## config.mk

```make
export PLATFORM = sky130hd
export DESIGN_NAME = alu_writeback
export DESIGN_NICKNAME = d
export VERILOG_FILES = /design/src/rtl/alu_writeback.sv
export SDC_FILE = /design/constraint.sdc
export NUM_CORES = 1
export LEC_CHECK = 0
export ABC_AREA = 1
export CAP_MARGIN = 20
export CORE_MARGIN = 3
export CORE_UTILIZATION = 30
export CTS_BUF_LIST = sky130_fd_sc_hd__clkbuf_4
export CTS_CLUSTER_SIZE = 12
export DETAILED_ROUTE_END_ITERATION = 12
export GPL_TIMING_DRIVEN = 0
export PLACE_DENSITY = 0.55
export SETUP_SLACK_MARGIN = 0.2
export SLEW_MARGIN = 5
export SYNTH_ARGS = -nofsm -noshare
export SYNTH_HDL_FRONTEND = slang
export SYNTH_SLANG_ARGS = --single-unit
```

## constraint.sdc

```tcl
create_clock -name clk -period 2.66 [get_ports clk]
set_input_delay 0.399 -clock clk [delete_from_list [all_inputs] [get_ports clk]]
set_output_delay 0.399 -clock clk [all_outputs]
set_load 0.03 [all_outputs]
```

## src/rtl/alu_writeback.sv

```systemverilog
// Execute->writeback stage: 2-entry in-order skid buffer feeding the register-file
// write port, owner of the architectural NZCV flags. Optional perf counters: ALU_WB_PERF_EN.
module alu_writeback #(
  parameter int unsigned DATA_W     = 16,
  parameter int unsigned REG_ADDR_W = 3,
  parameter int unsigned PERF_W     = 16,
  parameter logic [4:0]  OP_ADD     = 5'd0,
  parameter logic [4:0]  OP_SUB     = 5'd1,
  parameter logic [4:0]  OP_CMP     = 5'd5
) (
  input  logic                    clk,
  input  logic                    rst_n,
  input  logic                    flush,
  input  logic                    in_valid,
  output logic                    in_ready,
  input  logic [4:0]              in_op,
  input  logic [DATA_W-1:0]       in_result,
  input  logic [3:0]              in_nzcv,
  input  logic [REG_ADDR_W-1:0]   in_rd,
  output logic                    rf_we,
  output logic [REG_ADDR_W-1:0]   rf_waddr,
  output logic [DATA_W-1:0]       rf_wdata,
  input  logic                    rf_ready,
  output logic [3:0]              flags,
  output logic [1:0]              fwd_valid,
  output logic [2*REG_ADDR_W-1:0] fwd_rd,
  output logic [2*DATA_W-1:0]     fwd_data
`ifdef ALU_WB_PERF_EN
  ,
  output logic [PERF_W-1:0]       perf_retired,
  output logic [PERF_W-1:0]       perf_stall
`endif
);

  if (PERF_W < 1) begin : g_bad_perf_w
    $error("PERF_W must be at least 1");
  end

  // cmp: retires without writing; full: flags come from the ALU nzcv verbatim
  typedef struct packed {
    logic                  cmp;
    logic                  full;
    logic [3:0]            nzcv;
    logic [REG_ADDR_W-1:0] rd;
    logic [DATA_W-1:0]     res;
  } entry_t;

  entry_t     ent_q [2];
  entry_t     ent_d [2];
  entry_t     head;
  entry_t     new_ent;
  logic [1:0] count_q, count_d, cnt_after;
  logic [3:0] flags_q, flags_d;
  logic       head_valid, retire, accept;

  always_comb begin
    head       = ent_q[0];
    head_valid = (count_q != 2'd0);
    rf_we      = head_valid && !head.cmp;
    retire     = head_valid && (head.cmp || rf_ready);
    in_ready   = (count_q != 2'd2);
    accept     = in_valid && in_ready && !flush;
    cnt_after  = count_q - {1'b0, retire};

    new_ent.cmp  = (in_op == OP_CMP);
    new_ent.full = (in_op == OP_ADD) || (in_op == OP_SUB) || (in_op == OP_CMP);
    new_ent.nzcv = in_nzcv;
    new_ent.rd   = in_rd;
    new_ent.res  = in_result;

    ent_d   = ent_q;
    count_d = count_q;
    flags_d = flags_q;

    // A retire coinciding with flush still commits its write and flag update
    if (retire) begin
      ent_d[0] = ent_q[1];
      if (head.full) flags_d = head.nzcv;
      else           flags_d = {head.res[DATA_W-1], (head.res == '0), flags_q[1:0]};
    end

    if (flush) begin
      count_d = 2'd0;
    end else begin
      count_d = cnt_after + {1'b0, accept};
      if (accept) ent_d[cnt_after[0]] = new_ent;
    end
  end

  always_ff @(posedge clk or negedge rst_n) begin
    if (!rst_n) begin
      count_q  <= 2'd0;
      flags_q  <= 4'b0000;
      ent_q[0] <= '0;
      ent_q[1] <= '0;
    end else begin
      count_q  <= count_d;
      flags_q  <= flags_d;
      ent_q[0] <= ent_d[0];
      ent_q[1] <= ent_d[1];
    end
  end

  assign rf_waddr  = rf_we ? head.rd  : '0;
  assign rf_wdata  = rf_we ? head.res : '0;
  assign flags     = flags_q;
  assign fwd_valid = {(count_q == 2'd2) && !ent_q[1].cmp, head_valid && !ent_q[0].cmp};
  assign fwd_rd    = {ent_q[1].rd, ent_q[0].rd};
  assign fwd_data  = {ent_q[1].res, ent_q[0].res};

`ifdef ALU_WB_PERF_EN
  logic [PERF_W-1:0] perf_retired_q, perf_retired_d;
  logic [PERF_W-1:0] perf_stall_q, perf_stall_d;

  always_comb begin
    perf_retired_d = perf_retired_q + {{(PERF_W-1){1'b0}}, retire};
    perf_stall_d   = perf_stall_q + {{(PERF_W-1){1'b0}}, (in_valid && !in_ready)};
  end

  always_ff @(posedge clk or negedge rst_n) begin
    if (!rst_n) begin
      perf_retired_q <= '0;
      perf_stall_q   <= '0;
    end else begin
      perf_retired_q <= perf_retired_d;
      perf_stall_q   <= perf_stall_d;
    end
  end

  assign perf_retired = perf_retired_q;
  assign perf_stall   = perf_stall_q;
`endif

endmodule

```

==> results of run 1 <==
==> power breakdown <==
part | internal (W) | switching, W | total, W
logic | 0.00174 | 0.00247 | 0.00420
clock network | 0.000196 | 0.000287 | 0.000483
registers | 0.00126 | 0.000322 | 0.00158
==> per-layer routing <==
metal  track usage  share of wire
met5             0              0
met4        0.0422          0.015
met3        0.0288          0.053
met2         0.256           0.46
met1         0.205           0.47
==> path summary, 6_finish.rpt <==
| kind | startpoint | end |
|---|---|---|
| setup / recovery | count_q[1] | rf_wdata[1] |
| hold / removal | rst_n | asynchronous set/reset pin |
| setup reg to reg | count_q[1] | count_q[1] |
| hold reg to reg | flop | flop |
| max in group asynchronous | rst_n | count_q[1] |
| min in group clk | flop | flop |
==> through the flow <==
step,setup slack (ns),instances,hold WS (ns),util,power (W)
2_1_floorplan,0.513,445,0.103,-,0.00444
3_3_place_gp,-0.725,678,0.454,0.425,0.00586
3_5_place_dp,-0.264,678,0.460,0.424,0.00592
4_1_cts,0.256,686,0.0552,0.430,0.00633
5_1_grt,0.203,686,0.0683,0.431,0.00678
6_report,0.357,686,0.0271,0.431,0.00627
==> critical path, stage by stage (launching register included) <==
cell and delay [ns]:
dfrtp_2 0.49, nor2_4 0.09, nor2_4 0.13, inv_4 0.10
buf_6 0.16, nor2_1 0.13, dlygate4sd2_1 0.41
==> cells in the mapped netlist, types with 2 or more instances <==
library cell and count:
nand2_1 151, inv_1 59, dfrtp_1 56, nand3_1 51, buf_4 40, nor2_1 38
buf_6 12, nand2_2 7, o21ai_2 5, inv_2 3, nand2_4 3, nor2_4 3
o21ai_0 3, clkbuf_1 2, ha_1 2, inv_4 2
==> repair_timing <==
| action | in CTS | in global routing |
|---|---|---|
| cloned | 0 | 0 |
| hold buffers | 0 | 0 |
| setup endpoints to repair | 21 | 15 |
| resized for setup | 21 | 5 |
| pin swaps | 0 | 0 |
==> logic make-up after synthesis <==
| logic type | count (synthesis) | synth area share |
|---|---|---|
| flops | 56 | 0.419 |
| compound gates | 9 | 0.0191 |
| buf+inv | 119 | 0.212 |
| simple gates | 257 | 0.337 |
| xor+xnor | 2 | 0.00524 |
| fa+ha+maj | 2 | 0.00749 |
==> area by class of cell <==
type	count	area, um2
inverter	64	248
buffer	55	468
tap	136	170
sequential	56	1400
clock inverter	3	42.5
fill	1102	6010
multi-input combinational	270	1230
clock buffer	5	37.5
timing repair buffer	97	945
==> summary.txt, run 1 <==
Place
  • Placed Area: 4480 um2
  • Port Buffers: 97
  • Placer congestion estimate: 0.779
  • Post-DP HPWL: 6910 um

Floorplanning
  • Die span in x: 112 um
  • Initial Util: 0.317
  • # rows: 37
  • Die Ht: 112 um
  • DIE AREA: 12400 um2
  • I/O pins: 98
  • Core Area: 10600 um2

STA
  • Unrepaired setup endpoints after global routing: no
  • Setup_tns: 0 ns
  • Worst Max-Slew Pin Slew: 0.735 ns
  • Clock Skews: 0.0148 ns
  • Fmax: 434 MHz
  • Final hold violations: 0
  • Worst rel slew slack: 0.510
  • Slew Limit Fails: 0
  • Final min period: 2.30 ns
  • Period utilization: 0.866
  • Final setup fails: 0

Synthesis
  • Synth Warn #: 0
  • Net count after synthesis: 480
  • Synth Register Bits: 56
  • Synth unique cells: 24
  • Number of enable flip-flop cells after synthesis: 0
  • Top post-synthesis cells by area: dfrtp_1, nand2_1, buf_4, nand3_1, inv_1
  • Ys async rst share: 1.00
  • Sequential element share of the synthesized area: 0.419
  • Netlist Area Pre-Place: 3340 um2
  • Synth area leader: dfrtp_1
  • Syn Area/Cell: 7.51 um2
  • Top FF cell, synth: dfrtp_1
  • Instance count of the mapped netlist: 445
  • Share of the synthesized area in the top cell type: 0.419

Critical path
  • Critical Path Fanout Max: 10
  • CP endpoint kind: primary output
  • Register-to-Register Path Depth: 11
  • Worst endpoint data arrival time: 1.90 ns
  • Reg2Reg Setup Slack: 0.40 ns
  • CP Class: reg2out
  • WP data required: 2.26 ns
  • Crit start category: flop

Detailed routing
  • DRC Markers: 0
  • DR pass1 iterations: 4
  • Vias per cell: 4.27
  • Starting DRT DRC Count: 158
  • Antenna Violating Nets Remaining: 0
  • Total Wirelength: 9320 um
  • Per-cell routed wire length: 13.6 um
  • Total number of vias: 2927

GRT
  • First-pass GRT wire length: 15500 um
  • Vias in the first global route: 3029
  • Initial antenna violation count: 0
  • Total gr overflow: 0
  • Pin count of the biggest net entering global routing: 57
  • Total track usage: 0.154

Power
  • Leakage power: 2.44 nW
  • Max rail drop VDD: 0.000629 V
  • Power Density: 1380 nW/um2

Flow run
  • Maxcap violations: 0

Layout
  • Most frequent cells in the layout: nand2_1, clkdlybuf4s50_1, inv_1
  • Diode count: 0
  • Fraction of layout cells with a size suffix above 1: 0.164
  • Layout area overhead: 36.0%
  • Most common cell after layout, fill and taps aside: nand2_1
  • Design area: 4550 um2
  • NumNets Final: 584

Clock tree
  • Clock sinks: 56
  • Worst skew pair latency: 0.39 ns
  • H-tree depth: 2
  • Clock buffer depth: 2
  • Reg clk slew, reported paths: 0.18 ns
  • CTS tree: yes
  • Clock Root Buffer: clkbuf_4
  • Cts bufs inserted: 5
  • Post-CTS setup buffers: 0

Status
  • Outcome: finished clean

Min path
  • Min-delay worst type: in2async
Note: power is estimated with default switching activity, not from simulation.
==> run 2, diff against run 1 <==
Settings changed: CTS_CLUSTER_SIZE 12 to not set, SLEW_MARGIN 5 to not set.
==> run 2 against run 1 <==
Net effect: clock skew fell by 0.0063 ns; largest power group unchanged; design area rose by 1.6%; sequential share of layout area fell by 0.48 points; fmax fell by 2.4%; critical path type unchanged; via count rose by 0.20%.
==> summary.txt, run 2 (synthesis results as in run 1) <==
Status
  • Outcome: finished clean

Critical path
  • Crit start category: flop
  • WP data required: 2.26 ns
  • CP endpoint kind: primary output
  • Crit-path most repeated cell: nor2_4
  • CP Class: reg2out
  • Critical path's top delay family: buffers and inverters
  • CP Cell Sequence: nor2_4, nor2_4, inv_2, buf_6, nor2_1, dlygate4sd2_1
  • Slowest stage delay, CP: 0.50 ns
  • WP buf/inv: 3
  • Crit-path slowest cell: dfrtp_2
  • Worst endpoint data arrival time: 1.96 ns
  • Critical Path Fanout Max: 10

STA
  • Worst Max-Slew Pin Slew: 0.499 ns
  • Final setup fails: 0
  • Unrepaired setup endpoints after global routing: yes
  • Final min period: 2.36 ns
  • Final hold violations: 0
  • Slew Limit Fails: 0
  • Clock Skews: 0.00854 ns
  • Final WS setup: 0.301 ns
  • Fmax: 424 MHz
  • Period utilization: 0.887
  • Worst rel slew slack: 0.667

Layout
  • Final core occ: 0.438
  • Fraction of layout cells with a size suffix above 1: 0.165
  • Layout area overhead: 38.2%
  • Most frequent cells in the layout: nand2_1, clkdlybuf4s50_1, inv_1
  • Most common cell after layout, fill and taps aside: nand2_1
  • Register area: 1400 um2
  • Diode count: 0
  • Multi-input logic area: 1230 um2
  • Filler cell count: 1108
  • NumNets Final: 586

Detailed routing
  • Antenna Violating Nets Remaining: 0
  • Total Wirelength: 9420 um
  • Starting DRT DRC Count: 112
  • Vias per cell: 4.26
  • DRC Markers: 0
  • Per-cell routed wire length: 13.7 um
  • DR pass1 iterations: 4
  • Total number of vias: 2933

Floorplanning
  • Initial Util: 0.317
  • Die span in x: 112 um
  • # rows: 37
  • I/O pins: 98
  • Die Ht: 112 um
  • DIE AREA: 12400 um2
  • Core Area: 10600 um2

Clock tree
  • Clock buffer depth: 2
  • Reg clk slew, reported paths: 0.17 ns
  • Clock sinks: 56
  • H-tree depth: 2
  • CTS tree: yes
  • Worst skew pair latency: 0.38 ns
  • Clock Root Buffer: clkbuf_4
  • Cts bufs inserted: 5

Place
  • Placer congestion estimate: 0.779
  • Post-DP HPWL: 7000 um
  • Post-Place Setup Slack: -0.264 ns
  • Port Buffers: 97

Flow run
  • Maxcap violations: 0

GRT
  • First-pass GRT wire length: 15500 um
  • Total track usage: 0.154
  • Pin count of the biggest net entering global routing: 39
  • Initial antenna violation count: 0
  • Vias in the first global route: 3064
  • Total gr overflow: 0

Power
  • Final Power: 0.00647 W
  • Max rail drop VDD: 0.000637 V
  • Leakage power: 2.48 nW
  • Power Density: 1400 nW/um2

Min path
  • Min-delay worst type: in2async
-- run 2: layer usage --
layer | track usage | share of wire
met1 | 0.212 | 0.46
met5 | 0 | 0
met3 | 0.0234 | 0.054
met4 | 0.0373 | 0.015
met2 | 0.257 | 0.47
-- run 2: layout make-up --
class,instances,share of cell area
plain buffers,55,0.101
clock buffers,5,0.00813
clock inverters,3,0.0195
inverters,64,0.0531
multi-input cells,270,0.267
flip-flops and latches,56,0.304
well taps,136,0.0368
repair buffers,99,0.211
-- run 2: repair_timing --
action	CTS	global route
hold endpoints to repair	18	0
hold buffers	1	0
cloned	0	0
setup endpoints to repair	21	20
gates resized for setup	21	4
setup buffers	0	0
-- run 2: worst paths after layout --
kind                            slack (ns)  cells past startpoint  startpoint                    endpoint
worst min-delay path                  0.48                      2       rst_n  asynchronous set/reset pin
worst max register to register        0.41                     11  count_q[1]                  count_q[1]
worst min register to register        0.50                      2        flop                        flop
min in group clk                      0.50                      2        flop                        flop
max in group asynchronous             1.58                      3       rst_n                  count_q[1]
worst max-delay path                  0.30                      6  count_q[1]                 rf_wdata[1]
-- run 2: power breakdown --
part	total, W	leakage (nW)	switching (W)	internal [W]
logic	0.00421	1.72	0.00247	0.00174
clock network	0.000675	0.0654	0.000288	0.000387
registers	0.00159	0.695	0.000327	0.00126
total	0.00647	2.48	0.00309	0.00338
-- run 2: through the flow --
stage	hold slack [ns]	instances	instance area (um2)	TNS [ns]
after floorplan	0.103	445	3340	0
after global placement	0.454	678	4480	-40.91
after detailed placement	0.392	679	4500	-0.512
after CTS	0.483	688	4610	0
after global routing	0.494	688	4620	0
final	0.482	688	4620	0
==> run 3, diff against run 2 <==
Settings changed: CTS_CLUSTER_SIZE set to 8, DONT_BUFFER_PORTS set to 1, PLACE_DENSITY 0.55 to 0.44, RECOVER_POWER set to 100.
==> run 3 against run 2 <==
Net effect: sequential power hardly changed; worst hold slack worse by 0.43 ns; via count decreased by 12%; die area unchanged; clock power shrank 44%; register-to-register slack lost 0.04 ns; design area is 28% lower; clock skew barely moved; core utilization down 12 points; critical path type unchanged.
==> summary.txt, run 3 (synthesis results as in run 1) <==
Layout
  • Most common cell after layout, fill and taps aside: nand2_1
  • NumNets Final: 489
  • Layout area overhead: 0.112%
  • Design area: 3350 um2
  • Most frequent cells in the layout: nand2_1, inv_1, dfrtp_1
  • Non-filler cells, final: 590
  • Diode count: 0
  • Fraction of layout cells with a size suffix above 1: 0.0837

Min path
  • Min-delay worst type: in2reg

Clock tree
  • Post-CTS setup buffers: 0
  • CTS tree: yes
  • Clock sinks: 56
  • Clock Root Buffer: clkbuf_4
  • H-tree depth: 2
  • Cts bufs inserted: 5
  • Worst skew pair latency: 0.38 ns
  • Clock buffer depth: 2
  • Reg clk slew, reported paths: 0.17 ns

Critical path
  • Crit-path slowest cell: dfrtp_2
  • CP endpoint kind: primary output
  • CP Class: reg2out
  • WP data required: 2.26 ns
  • Crit start category: flop
  • Critical Path Fanout Max: 10
  • CP Cell Sequence: nor2_4, nor2_4, inv_2, buf_6, nor2_1
  • Crit-path most repeated cell: nor2_4
  • Worst endpoint data arrival time: 2.04 ns
  • Slowest stage delay, CP: 0.48 ns

STA
  • Final setup fails: 0
  • Setup_tns: 0 ns
  • Worst Max-Slew Pin Slew: 1.45 ns
  • Final min period: 2.44 ns
  • Final Hold Slack: 0.0522 ns
  • Slew Limit Fails: 0
  • Final hold violations: 0
  • Worst rel slew slack: 0.0343
  • Period utilization: 0.918
  • Clock Skews: 0.00841 ns
  • Unrepaired setup endpoints after global routing: yes
  • Fmax: 410 MHz

Detailed routing
  • Starting DRT DRC Count: 100
  • Total number of vias: 2592
  • Total Wirelength: 9180 um
  • DRC Markers: 0
  • DR pass1 iterations: 4
  • Antenna Violating Nets Remaining: 0
  • Vias per cell: 4.39
  • Per-cell routed wire length: 15.6 um

Place
  • Placed Area: 3510 um2
  • Port Buffers: 0
  • Placer congestion estimate: 0.748
  • Placed Cells: 581
  • Post-DP HPWL: 6610 um

Floorplanning
  • Initial Util: 0.317
  • Core Area: 10600 um2
  • Die span in x: 112 um
  • # rows: 37
  • I/O pins: 98
  • Die Ht: 112 um
  • DIE AREA: 12400 um2

GRT
  • Pin count of the biggest net entering global routing: 57
  • Total gr overflow: 0
  • Initial antenna violation count: 0
  • Vias in the first global route: 2598
  • Total track usage: 0.148
  • First-pass GRT wire length: 14500 um

Power
  • Final Power: 0.00504 W
  • Max rail drop VDD: 0.000415 V
  • Power Density: 1510 nW/um2
  • Leakage power: 1.80 nW

Flow run
  • Maxcap violations: 0

Status
  • Outcome: finished clean
==> run 3: cell types whose count changed in the layout (fill, tap and decap cells not counted), moves of 2 or more <==
cell	change
clkdlybuf4s50_1	-77
nand2_4	-2
nand2_1	+4
o21ai_2	-2
buf_6	-4
clkbuf_1	+42
clkinv_1	+2
buf_4	-39
clkbuf_2	+3
bufinv_16	-3
o21ai_0	+2
dlygate4sd2_1	-19
buf_12	-2
==> run 3: final cells by class <==
type                            instances  area (um2)
Sequential cell                        56        1400
Clock inverter                          2        7.51
Inverter                               64         244
Multi-Input combinational cell        270        1190
Buffer                                 55         278
Timing Repair Buffer                    2        15.0
Tap cell                              136         170
Fill cell                            1227        7210
Clock buffer                            5        37.5
==> run 3: path summary, 6_finish.rpt <==
kind / depth (start not counted) / slack (ns) / endpoint / start
worst min register to register: 2 / 0.49 / flop / flop
worst max-delay path: 5 / 0.22 / rf_wdata[4] / count_q[1]
max in group asynchronous: 2 / 0.84 / count_q[1] / rst_n
worst max register to register: 9 / 0.37 / fwd_data[1] / count_q[1]
worst min-delay path: 1 / 0.05 / count_q[1] / flush
min in group asynchronous: 2 / 0.88 / fwd_data[15] / rst_n
==> run 3: power by group <==
part           leakage, nW  internal [W]  switching, W  total (W)
clock network       0.0261     0.0000936      0.000281   0.000375
registers            0.695       0.00126      0.000359    0.00162
logic                 1.08      0.000784       0.00227    0.00305
total                 1.80       0.00214       0.00291    0.00504
==> run 3: routing by layer <==
metal	GRT usage	wire, um
met1	0.201	4260
met2	0.236	4250
met3	0.0418	605
met4	0.0300	64
met5	0	0
==> run 3: critical path: cells and delay by family, from the launching register on <==
kind | cells | cell delay (ns)
buffers and inverters | 2 | 0.40
and+or+nand+nor | 3 | 0.78
DFF | 1 | 0.48
==> run 3: stage by stage <==
stage / setup WS (ns) / util
after global placement: 0.0271 / 0.333
after floorplan: 0.513 / -
after global routing: 0.0770 / 0.317
after detailed placement: 0.0635 / 0.333
final: 0.218 / 0.317
after CTS: 0.138 / 0.341
==> run 3: what timing repair did <==
| action | CTS | global route |
|---|---|---|
| resized for setup | 3 | 7 |
| hold endpoints to repair | 56 | 0 |
| hold buffers | 2 | 0 |
| endpoints found under the setup margin | 13 | 20 |
